### src/rtl/alu_op_sequencer.sv
// Multi-cycle controller for the shared 16-bit add/sub ALU: sequences ADD, SUB, CMP
// and an iterative shift-add MUL, then returns the result and ALU flags over valid/ready.
module alu_op_sequencer #(
    parameter int WIDTH    = 16,
    parameter int MUL_BITS = 16
) (
    input  logic             clk,
    input  logic             rst_n,
    input  logic             req_valid,
    output logic             req_ready,
    input  logic [1:0]       req_op,
    input  logic [WIDTH-1:0] req_a,
    input  logic [WIDTH-1:0] req_b,
    output logic             rsp_valid,
    input  logic             rsp_ready,
    output logic [WIDTH-1:0] rsp_data,
    output logic [3:0]       rsp_flags,
    output logic             busy,
    output logic [WIDTH-1:0] alu_in1,
    output logic [WIDTH-1:0] alu_in2,
    output logic             alu_sub_en,
    output logic             alu_status_out_en,
    input  logic [WIDTH-1:0] alu_out
);

    localparam int CNT_W = $clog2(MUL_BITS + 1);

    localparam logic [1:0] OP_ADD = 2'b00;
    localparam logic [1:0] OP_MUL = 2'b10;
    localparam logic [1:0] OP_CMP = 2'b11;

    // Handshakes: a transfer happens on a rising edge where valid and ready are both
    // high; a producer holds valid and its payload stable until that edge.
    typedef enum logic [2:0] {
        S_IDLE = 3'd0,
        S_EXEC = 3'd1,
        S_MUL  = 3'd2,
        S_FLAG = 3'd3,
        S_RESP = 3'd4
    } state_t;

    state_t            state;
    state_t            state_nxt;
    logic [1:0]        op;
    logic [WIDTH-1:0]  op_a;
    logic [WIDTH-1:0]  op_b;
    logic [WIDTH-1:0]  acc;
    logic [WIDTH-1:0]  mcand;
    logic [WIDTH-1:0]  mplier;
    logic [WIDTH-1:0]  res;
    logic [CNT_W-1:0]  count;
    logic              accept;
    logic              mul_last;

    assign accept   = req_valid && (state == S_IDLE);
    assign mul_last = (count == CNT_W'(1));

    always_ff @(posedge clk or negedge rst_n) begin
        if (!rst_n) begin
            state <= S_IDLE;
        end else begin
            state <= state_nxt;
        end
    end

    always_comb begin
        state_nxt = state;
        case (state)
            S_IDLE: begin
                if (accept) begin
                    state_nxt = (req_op == OP_MUL) ? S_MUL : S_EXEC;
                end
            end
            S_EXEC: state_nxt = S_FLAG;
            S_MUL: begin
                if (mul_last) begin
                    state_nxt = S_FLAG;
                end
            end
            S_FLAG: state_nxt = S_RESP;
            S_RESP: begin
                if (rsp_ready) begin
                    state_nxt = S_IDLE;
                end
            end
            default: state_nxt = S_IDLE;
        endcase
    end

    always_comb begin
        req_ready         = (state == S_IDLE);
        busy              = (state != S_IDLE);
        rsp_valid         = (state == S_RESP);
        alu_in1           = '0;
        alu_in2           = '0;
        alu_sub_en        = 1'b0;
        alu_status_out_en = 1'b0;
        case (state)
            S_EXEC: begin
                alu_in1    = op_a;
                alu_in2    = op_b;
                alu_sub_en = (op != OP_ADD);
            end
            S_MUL: begin
                alu_in1 = acc;
                alu_in2 = mcand;
            end
            S_FLAG: begin
                alu_status_out_en = 1'b1;
                // MUL flags describe the product itself, read back as res + 0.
                if (op == OP_MUL) begin
                    alu_in1 = res;
                end else begin
                    alu_in1    = op_a;
                    alu_in2    = op_b;
                    alu_sub_en = (op != OP_ADD);
                end
            end
            default: ;
        endcase
    end

    always_ff @(posedge clk or negedge rst_n) begin
        if (!rst_n) begin
            op        <= '0;
            op_a      <= '0;
            op_b      <= '0;
            acc       <= '0;
            mcand     <= '0;
            mplier    <= '0;
            count     <= '0;
            res       <= '0;
            rsp_data  <= '0;
            rsp_flags <= '0;
        end else begin
            case (state)
                S_IDLE: begin
                    if (accept) begin
                        op     <= req_op;
                        op_a   <= req_a;
                        op_b   <= req_b;
                        acc    <= '0;
                        mcand  <= req_a;
                        mplier <= req_b;
                        count  <= CNT_W'(MUL_BITS);
                    end
                end
                S_EXEC: begin
                    res <= (op == OP_CMP) ? '0 : alu_out;
                end
                S_MUL: begin
                    // Fixed iteration count: every multiplier bit is examined, no early exit.
                    if (mplier[0]) begin
                        acc <= alu_out;
                    end
                    mcand  <= mcand << 1;
                    mplier <= mplier >> 1;
                    count  <= count - CNT_W'(1);
                    if (mul_last) begin
                        res <= mplier[0] ? alu_out : acc;
                    end
                end
                S_FLAG: begin
                    rsp_flags <= alu_out[3:0];
                    rsp_data  <= res;
                end
                default: ;
            endcase
        end
    end

endmodule

### config.mk
export PLATFORM = sky130hd
export DESIGN_NAME = alu_op_sequencer
export DESIGN_NICKNAME = d
export VERILOG_FILES = /design/src/rtl/alu_op_sequencer.sv
export SDC_FILE = /design/constraint.sdc
export NUM_CORES = 1
export LEC_CHECK = 0
export CORE_UTILIZATION = 48
export DETAILED_ROUTE_END_ITERATION = 12
export HOLD_SLACK_MARGIN = 0.08
export PLACE_DENSITY = 0.77
export SYNTH_ARGS = -nofsm -noshare
export SYNTH_HDL_FRONTEND = slang
export SYNTH_SLANG_ARGS = --single-unit
### constraint.sdc
create_clock -name clk -period 1.6 [get_ports clk]
set_input_delay 0.32 -clock clk [delete_from_list [all_inputs] [get_ports clk]]
set_output_delay 0.32 -clock clk [all_outputs]
set_load 0.03 [all_outputs]
==> results of run 1 <==
synthesized netlist by cell type, types with 2 or more instances:
cell	instances	share of area (%)
buf_6	2	0.37
mux2i_1	16	2.6
buf_4	4	0.49
buf_2	16	1.3
nor2_1	55	3.4
o21ai_0	7	0.57
nand3_1	2	0.16
nand2b_1	3	0.31
nor2b_1	2	0.21
a211oi_1	7	0.86
ha_1	2	0.41
nor3_1	2	0.16
clkbuf_1	27	1.7
xor2_1	2	0.29
mux2_2	34	6.3
a21oi_1	50	4.1
o22ai_1	59	6.1
mux2_1	2	0.37
a22o_1	17	2.4
and2_1	2	0.21
a211oi_2	9	1.8
nand2_1	123	7.6
inv_1	7	0.43
dfrtp_1	126	52
a21o_1	17	2.1
a22oi_1	16	2.0
cells in the final DEF (no fill, tap or decap), types with 10 or more instances in the layout:
cell type / instances
o22ai_2: 10
buf_12: 23
nand2_1: 66
dfrtp_1: 123
a22o_4: 13
buf_4: 33
a211oi_2: 10
mux2_2: 19
buf_6: 61
a21o_1: 17
a21oi_1: 32
mux2_4: 15
o22ai_1: 49
clkdlybuf4s50_1: 52
a22oi_1: 14
nand2_2: 38
a21oi_2: 15
dlygate4sd2_1: 20
nor2_1: 48
mux2i_1: 16
nand2_4: 17
clkbuf_16: 27
worst max-delay path, delay by kind of cell (launching register included):
| kind | cells | cell delay [ns] |
|---|---|---|
| buffers and inverters | 4 | 0.58 |
| DFF | 1 | 0.45 |
| and+or+nand+nor | 1 | 0.22 |
| AOI/OAI and AO/OA | 1 | 0.18 |
how the worst min path moves through the flow:
stage	from	endpoint	slack (ns)
detailed placement	rst_n	rsp_flags[0]	0.13
global placement	rst_n	rsp_flags[0]	0.13
CTS	rst_n	rsp_flags[0]	0.24
global route	rst_n	rsp_flags[1]	0.24
floorplan	rst_n	acc[0]	0.02
finish	rst_n	rsp_flags[0]	0.25
per-layer routing:
metal | part of all wire [%] | track usage (%)
met1 | 36 | 37.3
met2 | 47 | 50.4
met3 | 9.7 | 6.56
met4 | 6.8 | 15.1
met5 | 0 | 0
registers in the layout, summed over array words and instances (netlist names):
| signal | count |
|---|---|
| op_a | 16 |
| op | 2 |
| res | 16 |
| state | 3 |
| acc | 16 |
| rsp_data | 16 |
| mplier | 16 |
| rsp_flags | 4 |
| count | 5 |
| mcand | 16 |
| op_b | 16 |
stage by stage:
stage / cell area (sq um) / setup TNS, ns / power, mW / util [%]
after floorplan: 6330 / -6.46 / 13.4 / -
after global placement: 7850 / -11.91 / 17.2 / 64.3
after detailed placement: 7850 / -18.07 / 17.6 / 64.3
after CTS: 8960 / -30.24 / 23.2 / 73.4
after global routing: 9810 / -41.59 / 26.9 / 80.4
final: 9810 / -36.87 / 26.1 / 80.4
logic make-up after synthesis:
group | after synthesis
and+or+nand+nor | 195
AOI/OAI and AO/OA | 187
DFF | 126
buffers and inverters | 57
muxes | 52
xor gates and xnor gates | 3
adders and majority gates | 2
area by class of cell:
cell class	instances	area share, %
flip-flops and latches	126	32.2
inverters	8	0.357
clock inverters	6	0.816
multi-input cells	440	34.4
clock buffers	25	5.25
repair buffers	204	24.9
well taps	168	2.14
power by group through the flow:
stage	logic, mW	registers (mW)	clock network, mW
after floorplan	7.17	6.18	0
after global placement	11.3	5.93	0
after detailed placement	11.6	6.05	0
after CTS	13.2	6.01	3.90
after global routing	16.4	6.42	4.11
final	15.8	6.31	3.96
timing repair:
item | 4_1_cts | 5_1_grt
pin swaps | 25 | 63
setup buffers | 13 | 17
gates resized for setup | 122 | 117
endpoints found under the hold margin | 126 | 0
setup endpoints to repair | 145 | 161
gates cloned | 4 | 14
hold buffers | 1 | 0
==> summary.md, run 1 <==
| Metric | Value |
|---|---|
| Slew of the pin with the lowest slew margin | `0.410 ns` |
| Fin crit period | `2.19 ns` |
| Max stage delay on crit path | `roughly 0.45 ns` |
| CTS tree | `yes` |
| Endpoint class of the critical path | `output pin` |
| Unrepaired setup endpoints after global routing | `true` |
| Number of synthesized flops with an enable pin | `0` |
| Cell variety after synth | `39` |
| Non-Filler Instances | `977` |
| Crit path capture | `alu_in2[1]` |
| PwrDens | `2660 nW/um^2` |
| Complex-gate fraction of the synthesized area | `20.8%` |
| Worst Clk Skew | `0.0164 ns` |
| Pins Over Slew Limit | `0` |
| Clock latency on the worst-skew pair | `0.43 ns` |
| Crit path cell chain | `buf_6 -> nor3b_4 -> buf_12 -> buf_12 -> a22o_1 -> buf_6` |
| Main combinational cell family by area after synthesis | `compound AO/OA/AOI/OAI gates` |
| DP Wirelength | `11700 microns` |
| Post-Synth Adder-Cell Area | `0.411%` |
| Layout cells sized above 1 | `40.9%` |
| Static Leak | `4.51 nW` |
| Max-Cap Viols | `0` |
| Area of the multi-input gates | `3370 sq um` |
| Maximum number of pins on one net before global-route repair | `68` |
| Overall routing resource usage | `between 30% and 40%` |
| Max clock buf depth | `2` |
| GR Overflow Total | `0` |
| Critical path startpoint | `state[0]` |
| Reg2reg end | `res[1]` |
| Vias in the first global route | `slightly below 6000` |
| Via density | `between 6 and 7` |
| Final WL | `24300 microns` |
| # diodes | `0` |
| Status | `complete, but fails checks` |
| Placed Cells | `between 900 and 1000` |
| Syn_area_per_cell | `9.80 sq um` |
| Max IR drop VDD | `0.00168 V` |
| Final ANT Viol Nets | `0` |
| Gpl congestion | `0.810` |
| R2r setup slk | `-0.37 ns` |
| Sequential element share of the synthesized area | `around 52%` |
| Sw Share | `between 40% and 50%` |
| WL/cell | `between 20 and 25 microns` |
| Failing checks | `negative setup slack` |
| Die Height | `115 microns` |
| Smallest setup slack after layout | `-0.585 ns` |
| Clock transition at path regs | `0.06 ns` |
| XOR/XNOR Fraction of Synth Area | `0.431%` |
| Layout area overhead | `61.0%` |
| Mux contribution to synthesized area | `9.28%` |
| Simple-gate share of the synthesized area | `between 10% and 20%` |
| WS Path Type | `flip-flop to output pin` |
| Full die area | `13100 sq um` |
| Clock share of power | `15.2%` |
| Logic pwr share | `60.7%` |
| Fill count | `661` |
| Synth Instances | `622` |
| Crit Path Max Fanout | `5` |
| Type of origin of the critical path | `flip-flop` |
| P_int | `approximately 15 mW` |
| Row count | `40` |
| IO Pins | `111` |
| Flop pwr share | `24.2%` |
| Share of flip-flops with an asynchronous set or reset | `between 90% and 100%` |
| Setup violators final | `approximately 150` |
| Critical Path AT | `roughly 1.9 ns` |
| Vias | `6392` |
| Required time worst endpoint | `1.28 ns` |
| First-pass GRT wire length | `30100 microns` |
| Drt pass-1 iters | `5` |
| Die W | `115 microns` |
| Residual DRC count | `0` |
| Mapped Area | `around 6100 sq um` |
| Reg area | `~3200 sq um` |
| Post-route clock period utilization | `137%` |
| Hold_ws | `0.247 ns` |
| Post-Syn Nets | `678` |
| Relative slew slack | `between 70% and 80%` |
| Slowest cell on the critical path | `dfrtp_2` |
| Antenna violations before repair | `0` |
| Post-synthesis sequential element count | `126` |
| Core Footprint | `about 12000 sq um` |
| Synth Warn # | `0` |
| Net Sw Power | `11.3 mW` |
| RR Startpoint | `state[2]` |
| Iter 0 DRT Violations | `approximately 770` |
| CTS sink count | `126` |
| R2R cell count | `5` |
| PortBufs | `110` |
| CTS buffer count | `17` |
| Root Driver | `clkbuf_16` |
| H-Tree Depth | `4` |
| Starting Density | `49.9%` |
| Worst setup slack after placement | `-0.231 ns` |
| Fin nets | `around 850` |
| Most used flip-flop cell after synthesis | `dfrtp_1` |
| Fmax | `458 MHz` |
| Final Hold Fails | `0` |
| Worst Hold Class | `primary input to asynchronous set/reset pin` |
Note: power is estimated with default switching activity, not from simulation.
==> run 2, diff against run 1 <==
- SLEW_MARGIN: unset -> 20
==> results of run 2 <==
Final layout, timing and power as in run 1 (identical DEF).
